**config.mk**
```make
export PLATFORM = sky130hd
export DESIGN_NAME = spike_aer_encoder
export DESIGN_NICKNAME = d
export VERILOG_FILES = /design/src/rtl/aer_pkg.sv /design/src/rtl/lsb_priority_encoder.sv /design/src/rtl/spike_aer_encoder.sv
export SDC_FILE = /design/constraint.sdc
export NUM_CORES = 1
export LEC_CHECK = 0
export BUFFER_PORTS_ARGS = -buffer_cell sky130_fd_sc_hd__buf_2
export CAP_MARGIN = 20
export CORE_MARGIN = 2
export CORE_UTILIZATION = 56
export DETAILED_ROUTE_END_ITERATION = 10
export GPL_TIMING_DRIVEN = 0
export PLACE_DENSITY_LB_ADDON = 0.25
export SKIP_CTS_REPAIR_TIMING = 1
export SLEW_MARGIN = 10
export SYNTH_ARGS = -nofsm -noshare
export SYNTH_HDL_FRONTEND = slang
export SYNTH_SLANG_ARGS = --single-unit
```
**constraint.sdc**
```tcl
create_clock -name clk -period 5.2 [get_ports clk]
set_input_delay 1.56 -clock clk [delete_from_list [all_inputs] [get_ports clk]]
set_output_delay 1.56 -clock clk [all_outputs]
set_load 0.01 [all_outputs]
```
**src/rtl/aer_pkg.sv**
```systemverilog
// Shared definitions for the spike AER encoder slice.
// Contents:
//   N_NEURONS, IDX_WIDTH, TS_WIDTH, DATA_WIDTH : sizing of spike vector and AER word
//   aer_event_t : AER word layout {ts, idx}, ts in the upper bits
//   aer_state_t : serialiser state (IDLE, SCAN)
package aer_pkg;

  localparam int N_NEURONS  = 64;
  localparam int IDX_WIDTH  = $clog2(N_NEURONS);
  localparam int TS_WIDTH   = 10;
  localparam int DATA_WIDTH = TS_WIDTH + IDX_WIDTH;

  typedef struct packed {
    logic [TS_WIDTH-1:0]  ts;
    logic [IDX_WIDTH-1:0] idx;
  } aer_event_t;

  typedef enum logic {
    IDLE = 1'b0,
    SCAN = 1'b1
  } aer_state_t;

endpackage

```
**src/rtl/lsb_priority_encoder.sv**
```systemverilog
// Combinational lowest-set-bit priority encoder.
// Ports:
//   vec_i    : input vector
//   idx_o    : index of the lowest set bit (0 when vec_i is zero)
//   any_o    : at least one bit set
//   onehot_o : exactly one bit set
module lsb_priority_encoder #(
  parameter int N = 64,
  parameter int W = 6
) (
  input  logic [N-1:0] vec_i,
  output logic [W-1:0] idx_o,
  output logic         any_o,
  output logic         onehot_o
);

  always_comb begin
    idx_o = '0;
    // Scan from the top so the lowest set bit is the last one written.
    for (int i = N - 1; i >= 0; i--) begin
      if (vec_i[i]) idx_o = W'(i);
    end
  end

  assign any_o    = |vec_i;
  // Clearing the lowest set bit leaves zero only for a single-bit vector.
  assign onehot_o = any_o && ((vec_i & (vec_i - N'(1))) == '0);

endmodule

```
**src/rtl/spike_aer_encoder.sv**
```systemverilog
// Spike-vector to AER serialiser feeding the spike-event FIFO.
// Latches the spike vector on each accepted timestep tick and emits one
// {timestamp, neuron index} word per cycle, lowest index first, holding the
// word while the FIFO is full.
// Ports:
//   clk, reset   : clock, synchronous active-high reset
//   tick         : 1-cycle timestep strobe, spikes valid with it
//   spikes       : spike flags of the current timestep
//   fifo_full    : FIFO full flag (combinational from FIFO)
//   fifo_wr      : FIFO write request
//   fifo_data    : AER word {frame_ts, idx}
//   clr_overrun  : clears the sticky overrun flag
//   busy         : a frame is being serialised
//   overrun      : sticky, a tick was dropped while busy
//   event_cnt    : words accepted by the FIFO, saturating
module spike_aer_encoder
  import aer_pkg::*;
(
  input  logic                  clk,
  input  logic                  reset,
  input  logic                  tick,
  input  logic [N_NEURONS-1:0]  spikes,
  input  logic                  fifo_full,
  output logic                  fifo_wr,
  output logic [DATA_WIDTH-1:0] fifo_data,
  input  logic                  clr_overrun,
  output logic                  busy,
  output logic                  overrun,
  output logic [15:0]           event_cnt
);

  aer_state_t           state_q, state_d;
  logic [N_NEURONS-1:0] pending_q, pending_d;
  logic [TS_WIDTH-1:0]  ts_cnt_q, frame_ts_q;
  logic                 overrun_q;
  logic [15:0]          event_cnt_q;

  logic [IDX_WIDTH-1:0] enc_idx;
  logic                 enc_any;
  logic                 enc_onehot;
  logic                 acc;
  logic                 last_acc;
  logic                 tick_ok;
  aer_event_t           word;

  lsb_priority_encoder #(
    .N (N_NEURONS),
    .W (IDX_WIDTH)
  ) u_enc (
    .vec_i    (pending_q),
    .idx_o    (enc_idx),
    .any_o    (enc_any),
    .onehot_o (enc_onehot)
  );

  // pending is never empty in SCAN; enc_any just guards against a stray state.
  assign fifo_wr  = (state_q == SCAN) && enc_any;
  assign acc      = fifo_wr && !fifo_full;
  assign last_acc = acc && enc_onehot;
  // A tick arriving with the final word of a frame starts the next frame directly.
  assign tick_ok  = tick && ((state_q == IDLE) || last_acc);

  assign word.ts   = frame_ts_q;
  assign word.idx  = enc_idx;
  assign fifo_data = fifo_wr ? word : '0;
  assign busy      = (state_q == SCAN);
  assign overrun   = overrun_q;
  assign event_cnt = event_cnt_q;

  always_comb begin
    state_d   = state_q;
    pending_d = pending_q;
    if (acc) begin
      pending_d[enc_idx] = 1'b0;
      if (last_acc) state_d = IDLE;
    end
    if (tick_ok) begin
      pending_d = spikes;
      state_d   = (spikes != '0) ? SCAN : IDLE;
    end
  end

  always_ff @(posedge clk) begin
    if (reset) begin
      state_q     <= IDLE;
      pending_q   <= '0;
      ts_cnt_q    <= '0;
      frame_ts_q  <= '0;
      overrun_q   <= 1'b0;
      event_cnt_q <= '0;
    end else begin
      state_q   <= state_d;
      pending_q <= pending_d;
      // Counts every tick, dropped or not, so timestamps track real time.
      if (tick)    ts_cnt_q   <= ts_cnt_q + 1'b1;
      if (tick_ok) frame_ts_q <= ts_cnt_q;
      if (tick && !tick_ok) overrun_q <= 1'b1;
      else if (clr_overrun) overrun_q <= 1'b0;
      if (acc && (event_cnt_q != 16'hFFFF)) event_cnt_q <= event_cnt_q + 16'd1;
    end
  end

endmodule

```
After elaboration in Yosys (flattened, before gate mapping)
Cells that the tools add are included.
- muxes and demuxes: 75
- bitwise gates (word level): 4
- $lt $le $gt $ge: 2
- add/sub/neg operators: 3
- reduce and logical (&&, ||, !) cells: 18
- eq/ne operators: 1
- operators with widths (operator ; count):
    $mux 6 ; 64
    $and 64x64->64 ; 2
    $mux 64 ; 2
    $logic_not 64->1 ; 1
    $not 64->64 ; 1
    $reduce_bool 64->1 ; 1
    $reduce_or 64->1 ; 1
    $sub 64x1->64 const B ; 1
    $add 16x1->16 const B ; 1
    $mux 16 ; 1
    $ne 16x16->1 const B ; 1
    $add 10x1->10 const B ; 1
    $logic_and 1x1->1 ; 8
    $lt 6x7->1 const B ; 1
    $mux 1 ; 7
    $demux 1 s6 ; 1
    $ge 6x1->1 const B ; 1
    $reduce_bool 2->1 ; 3
    $logic_not 1->1 ; 2
    $reduce_and 2->1 ; 1
    $logic_or 1x1->1 ; 1
    $not 1->1 ; 1
- output and inout bits: 35
- bits of input ports: 69
- bits in registers: 102

Longest topological paths before layout
Gate-level depths: netlist of run 1.
- depth in word-level cells: 72
- mapped depth: 12

By module
Synthesis of run 1 repeated with hierarchy kept, for this count alone.
- cells, all modules: 810
- area total of the unflattened synthesis: 6182.2 um^2
- modules (own cells, without submodules) (module ; cells each ; instances ; area an instance (um^2)):
    spike_aer_encoder ; 560 ; 1 ; 4620.7
    lsb_priority_encoder ; 250 ; 1 ; 1561.5

Least setup slack after synthesis of run 1
OpenSTA, ideal clock, no wires.
- path type: flip-flop to output port
- start point: reg pending_q[0]
- end point: out fifo_data[10]
- arrival time: 2521 ps
- stages on the path, launching flop included: 10
- required time: 3640 ps
- buffers on the path: 3
- path slack: 1119 ps
- path through: dfxtp_1 buf_2 or4_1 buf_2 nor4_4 nand2_2 o21ai_0 inv_1 clkbuf_1 and2_1
- word-level cells in the longest chain between the ends: 3
- RTL lines (what ; RTL line ; RTL):
    start, declared ; spike_aer_encoder.sv:33 ; logic [N_NEURONS-1:0] pending_q, pending_d;
    start signal, assigned ; spike_aer_encoder.sv:93 ; pending_q <= pending_d;
    $reduce_or 64->1 ; lsb_priority_encoder.sv:25 ; assign any_o = |vec_i;
    $logic_and 1x1->1 ; spike_aer_encoder.sv:57 ; assign fifo_wr = (state_q == SCAN) && enc_any;
    named net fifo_wr ; spike_aer_encoder.sv:24 ; output logic fifo_wr,
    $mux 16 ; spike_aer_encoder.sv:65 ; assign fifo_data = fifo_wr ? word : '0;
    end, declared ; spike_aer_encoder.sv:25 ; output logic [DATA_WIDTH-1:0] fifo_data,
The timed path passes the listed nets, and every way through them passes these cells.

Worst setup path after layout of run 1
- start point: reg pending_q[4]
- end point: out fifo_data[10]
- word-level cells in the longest chain between the ends: 3
- RTL lines (what ; RTL line):
    $reduce_or 64->1 ; lsb_priority_encoder.sv:25
    $logic_and 1x1->1 ; spike_aer_encoder.sv:57
    $mux 16 ; spike_aer_encoder.sv:65
No other way between the ends.

==> flow_summary.json, run 1 <==
{
  "status": "complete, no violations",
  "fin_worst_skew_ns": 0.006673,
  "r2r-end": "pending_q[0]",
  "arrival_ns": 3.42,
  "cts.sinks": 102,
  "setup_viol": 0,
  "grt_usage": 0.3667,
  "io_pins": 104,
  "tritoncts": "done",
  "seq_area_frac_synth": 0.2941,
  "grt_setup_unrepaired": "no",
  "holdPathStages": 2,
  "worst_slack_ns": 0.2174,
  "htreeDepth": 3,
  "start_util": 0.5756,
  "hold_viol_final": 0,
  "regArea_mm2": 0.002042,
  "place_area_mm2": 0.007659,
  "finalCritPeriodShare": 0.9582,
  "cap_violations": 0,
  "synthArstFlopShare": 0,
  "slowest_stage": "or4_1",
  "placeableCoreArea_mm2": 0.01206,
  "syn_to_final_growth_pct": 14.67,
  "max_freq_ghz": 0.2007,
  "std_cell_rows": 40,
  "die_h_um": 115.3,
  "period_needed_ns": 4.983,
  "overflow": 0,
  "hpwl_um": 18500,
  "slew_violations": 0,
  "yosysUniqueCellTypes": 68,
  "synth_top_area_cell": "dfxtp_1",
  "path_common_cell": "clkbuf_1",
  "slowest_delay_ns": 0.68,
  "hold_end": "frame_ts_q[8]",
  "required_ns": 3.64,
  "vdd_drop_max_v": 0.0001870,
  "grt_pass1_wl_um": 37810,
  "synth-edff-count": 0,
  "rrSetupSlack_ns": 0.69,
  "cts_buffer_depth": 2,
  "place_ws_ns": 0.3481,
  "slew_headroom": 0.2211,
  "crit_type": "register to output port",
  "path_cells": "clkbuf_1 -> or4_1 -> nor4_4 -> nand2_2 -> o21ai_2 -> inv_1 -> clkbuf_1 -> and2_1 -> buf_2",
  "yosysMostFrequentCell": "nand2_1",
  "synthesis.area_mm2": 0.006943,
  "synthTopCellsByCount": "nand2_1, dfxtp_1, mux2i_1",
  "cts_buffers": 9,
  "hold_path.class": "register to register",
  "drtAntennaViolNets": 0,
  "synth_area_leaders": "dfxtp_1, mux2i_1, o211ai_1, nand2_1, nor2_1",
  "reg2regPathDepth": 11,
  "die_w_um": 115.3,
  "dieArea_mm2": 0.01330,
  "multiInputGateArea_mm2": 0.004452,
  "hold_start": "frame_ts_q[8]",
  "synthCells": 907,
  "grt_max_degree": 19,
  "crit_fanout": 10,
  "grt_pass1_vias": 7085,
  "postSynthAreaPerCell_um2": 7.655,
  "drive_gt1_frac": 0.1384,
  "drtIter0Drc": 1179,
  "cellPowerDensity_mw_per_mm2": 274.7,
  "port_buffers": 101,
  "utilization": 0.6601,
  "insertedDiodeCount": 0,
  "clk_latency_ns": 0.35,
  "gp_congestion": 1.060,
  "finalWirelength_um": 24340,
  "yosysTopAreaCellShare": 0.2941,
  "syn_nets": 978,
  "wl_per_cell_um": 20.38,
  "reg2reg_from": "pending_q[28]",
  "end_kind": "output port",
  "antenna_found_initial": 0,
  "dr_total_vias": 7895,
  "setup_tns_ns": 0,
  "ys_warn_count": 0,
  "path_clk_slew_ns": 0.07,
  "fin_nets": 1093,
  "power_leakage_nw": 3.111,
  "drc": 0,
  "design_area_mm2": 0.007961,
  "clock-root-buffer": "clkbuf_16",
  "ys_ff_latch": 102,
  "start_kind": "register",
  "viasPerCell": 6.612,
  "worstMarginPinSlew_ns": 1.163,
  "dr.pass1.iters": 6,
  "ys.flop_type": "dfxtp_1",
  "nFillCells": 1069
}
==> metrics by stage <==
step / hold WS [ns] / cells / total power, mW
after global placement: 0.4426 / 1176 / 1.514
after CTS: 0.4592 / 1191 / 2.145
final: 0.4561 / 1194 / 2.187
after detailed placement: 0.4414 / 1176 / 1.511
after global routing: 0.4842 / 1194 / 2.262
after floorplan: 0.4301 / 907 / 1.301
==> per-layer routing <==
metal  global-route usage  routed length (um)  vias to the layer above
met5                    0                   0                        -
met4               0.1614                1054                        0
met3              0.06853                2655                       78
met2               0.5602               10640                      516
met1               0.5052                9992                     3671
li1                     -                   -                     3630
==> state kept, by name, indices dropped and copies added, names as in the netlist <==
register    count
overrun         1
event_cnt      16
pending_q      64
ts_cnt_q       10
frame_ts_q     10
busy            1
==> how the worst max path moves through the flow <==
| stage | startpoint | to | slack, ns |
|---|---|---|---|
| after global routing | pending_q[5] | fifo_data[7] | 0.08 |
| final | pending_q[4] | fifo_data[10] | 0.22 |
| after global placement | pending_q[4] | fifo_data[9] | 0.33 |
| after floorplan | pending_q[0] | fifo_data[10] | 1.12 |
| after CTS | pending_q[4] | fifo_data[10] | -0.05 |
| after detailed placement | pending_q[5] | fifo_data[10] | 0.35 |
==> area by class of cell <==
cell class,instances,area share
plain buffers,65,0.04133
flip-flops and latches,102,0.2565
clock inverters,6,0.007072
clock buffers,9,0.02829
well taps,168,0.02640
multi-input cells,707,0.5592
repair buffers,104,0.06569
inverters,33,0.01556
==> layout by cell type (no fill, tap or decap), types with 6 or more instances in the layout <==
cell type  instances
a211oi_1           8
a21oi_1           31
a31oi_1            6
and2_1            11
and3_1            10
buf_2            106
buf_8              6
clkbuf_1          51
clkbuf_16          9
dfxtp_1          102
inv_1             32
mux2i_1           76
nand2_1          129
nand3_1           20
nand4_1           28
nor2_1            71
nor2b_1            8
nor3_1            28
nor4_1            38
o211ai_1          67
o21ai_0           35
o31ai_1           15
or3_1              9
or4_1             16
xnor2_1            9
xor2_1            12
==> critical path: cells and delay by family, from the launching register on <==
family / cells / cell delay, ns
AOI/OAI and AO/OA: 1 / 0.32
DFF: 1 / 0.31
and+or+nand+nor: 4 / 1.70
buffers and inverters: 4 / 0.73
==> cells by family after synthesis <==
family / after synthesis / synth area share
flip-flops: 102 / 0.2941
XOR/XNOR: 21 / 0.02649
AND/OR/NAND/NOR: 388 / 0.2799
buffers and inverters: 98 / 0.06524
AO/OA/AOI/OAI: 218 / 0.2182
multiplexers: 76 / 0.1096
adder cells (fa/ha/maj): 4 / 0.006487
==> power by group <==
group / internal (mW) / total (mW) / switching, mW
clock network: 0.331 / 0.651 / 0.320
registers: 0.816 / 0.862 / 0.0455
logic: 0.229 / 0.675 / 0.446
total: 1.38 / 2.19 / 0.811
Note: power is estimated with default switching activity, not from simulation.
==> run 2, diff against run 1 <==
--- a/config.mk
+++ b/config.mk
@@ -6,9 +6,10 @@
 export NUM_CORES = 1
 export LEC_CHECK = 0
 export BUFFER_PORTS_ARGS = -buffer_cell sky130_fd_sc_hd__buf_2
-export CAP_MARGIN = 20
+export CAP_MARGIN = 10
 export CORE_MARGIN = 2
 export CORE_UTILIZATION = 56
+export CTS_BUF_LIST = sky130_fd_sc_hd__clkbuf_4
 export DETAILED_ROUTE_END_ITERATION = 10
 export GPL_TIMING_DRIVEN = 0
 export PLACE_DENSITY_LB_ADDON = 0.25
==> constraint.sdc (replaced) <==
create_clock -name clk -period 5.2 [get_ports clk]
set_input_delay 1.56 -clock clk [delete_from_list [all_inputs] [get_ports clk]]
set_output_delay 1.56 -clock clk [all_outputs]
set_load 0.05 [all_outputs]
==> run 2 against run 1 <==
  * First-iteration DRC count down 8.5%
  * Power shrank 11%
  * Clock skew grew 0.0083 ns
  * Global-route usage is 0.43 points lower
  * Final area shrank 1.7%
  * Critical path type unchanged
  * Routed wire length is 1.0% lower
  * Sequential share of layout area rose by 0.46 points
  * Utilization down 1.2 points
==> flow_summary.json, run 2 (synthesis gave the netlist of run 1 again) <==
{
  "utilization": 0.6485,
  "busiest_layer": "met2",
  "hold_path.class": "register to register",
  "largest_reg_flops": 64,
  "regMostFlops": "pending_q",
  "grt_pass1_wl_um": 37460,
  "final_cell_mix": "nand2_1, buf_2, dfxtp_1",
  "grt_usage": 0.3624,
  "slew_violations": 0,
  "cts.sinks": 102,
  "worst_slack_ns": 0.1580,
  "dr_total_vias": 7839,
  "power_switching_uw": 798.6,
  "viasPerCell": 6.571,
  "max_freq_ghz": 0.1983,
  "hold_viol_final": 0,
  "path_clk_slew_ns": 0.17,
  "antenna_found_initial": 0,
  "wl_per_cell_um": 20.19,
  "cellPowerDensity_mw_per_mm2": 249.4,
  "met1_usage": 0.4967,
  "gp_congestion": 1.060,
  "placeableCoreArea_mm2": 0.01206,
  "die_w_um": 115.3,
  "pwr-share-clk": 0.201,
  "clk_latency_ns": 0.46,
  "finalCritPeriodShare": 0.9696,
  "std_cell_rows": 40,
  "arrival_ns": 3.48,
  "seqPwrFrac": 0.442,
  "overflow": 0,
  "comb_power_share": 0.357,
  "final_cells": 1193,
  "grt_max_degree": 19,
  "cap_violations": 0,
  "fin_nets": 1092,
  "grt_setup_unrepaired": "no",
  "die_h_um": 115.3,
  "fin_worst_skew_ns": 0.01493,
  "drc": 0,
  "setup_viol": 0,
  "slew_headroom": 0.1934,
  "cts_buffers": 9,
  "crit_type": "register to output port",
  "insertedDiodeCount": 0,
  "clock-root-buffer": "clkbuf_4",
  "placed_cells": 1176,
  "dieArea_mm2": 0.01330,
  "hpwl_um": 18500,
  "grtUsageMet3": 0.07222,
  "port_buffers": 101,
  "dr.pass1.iters": 5,
  "worstMarginPinSlew_ns": 1.205,
  "finalWirelength_um": 24090,
  "end_kind": "output port",
  "htreeDepth": 3,
  "holdPathStages": 2,
  "grt_pass1_vias": 7033,
  "required_ns": 3.64,
  "reg2regPathDepth": 11,
  "vdd_drop_max_v": 0.0001436,
  "start_util": 0.5756,
  "io_pins": 104,
  "drtAntennaViolNets": 0,
  "finalPower_mw": 1.951,
  "start_kind": "register",
  "drive_gt1_frac": 0.1395,
  "final_common_cell": "nand2_1",
  "status": "complete, no violations",
  "crit_fanout": 10,
  "met2_usage": 0.5552,
  "p_int_mw": 1.152,
  "netSwitchingFraction": 0.4093,
  "period_needed_ns": 5.042,
  "cts_buffer_depth": 2,
  "tritoncts": "done",
  "place_ws_ns": 0.2756,
  "setup_tns_ns": 0,
  "drtIter0Drc": 1079,
  "power_leakage_nw": 3.045,
  "syn_to_final_growth_pct": 12.67
}
[run 2: per-layer routing]
metal / vias to the layer above / part of all wire
met5: - / 0
met4: 0 / 0.046
met3: 91 / 0.11
met2: 482 / 0.43
met1: 3644 / 0.41
li1: 3622 / -
[run 2: area by class of cell]
cell class | instances | area, um2
multi-input cells | 707 | 4473
fillers | 1093 | 4239
flip-flops and latches | 102 | 2042
repair buffers | 103 | 520.5
plain buffers | 65 | 329.1
well taps | 168 | 210.2
inverters | 33 | 123.9
clock buffers | 9 | 67.56
clock inverters | 6 | 56.30
[run 2: worst max-delay path, cell delays in order, from the launching register on]
cell	delay, ns
dfxtp_1	0.34
clkbuf_1	0.24
nor4_1	0.71
and4_1	0.42
nand2_2	0.18
o21ai_2	0.31
inv_1	0.14
clkbuf_1	0.23
and2_1	0.22
buf_2	0.21
[run 2: path summary, 6_finish.rpt]
path	from	end	slack [ns]
setup / recovery	pending_q[16]	fifo_data[10]	0.16
hold / removal	frame_ts_q[7]	frame_ts_q[7]	0.46
setup reg to reg	pending_q[16]	pending_q[55]	0.80
hold reg to reg	frame_ts_q[7]	frame_ts_q[7]	0.46
[run 2: power by group through the flow]
stage                     combinational (mW)  clock [mW]  sequential (mW)
after detailed placement               0.656           0            0.876
after floorplan                        0.456           0            0.866
after global placement                 0.660           0            0.875
after CTS                              0.661       0.387            0.859
final                                  0.696       0.392            0.863
after global routing                   0.740       0.419            0.867
[run 2: through the flow]
stage | hold WS, ns | instance area (um2)
after floorplan | 0.4301 | 6943
after global placement | 0.4426 | 7659
after detailed placement | 0.4414 | 7659
after CTS | 0.4694 | 7782
after global routing | 0.4950 | 7823
final | 0.4649 | 7823
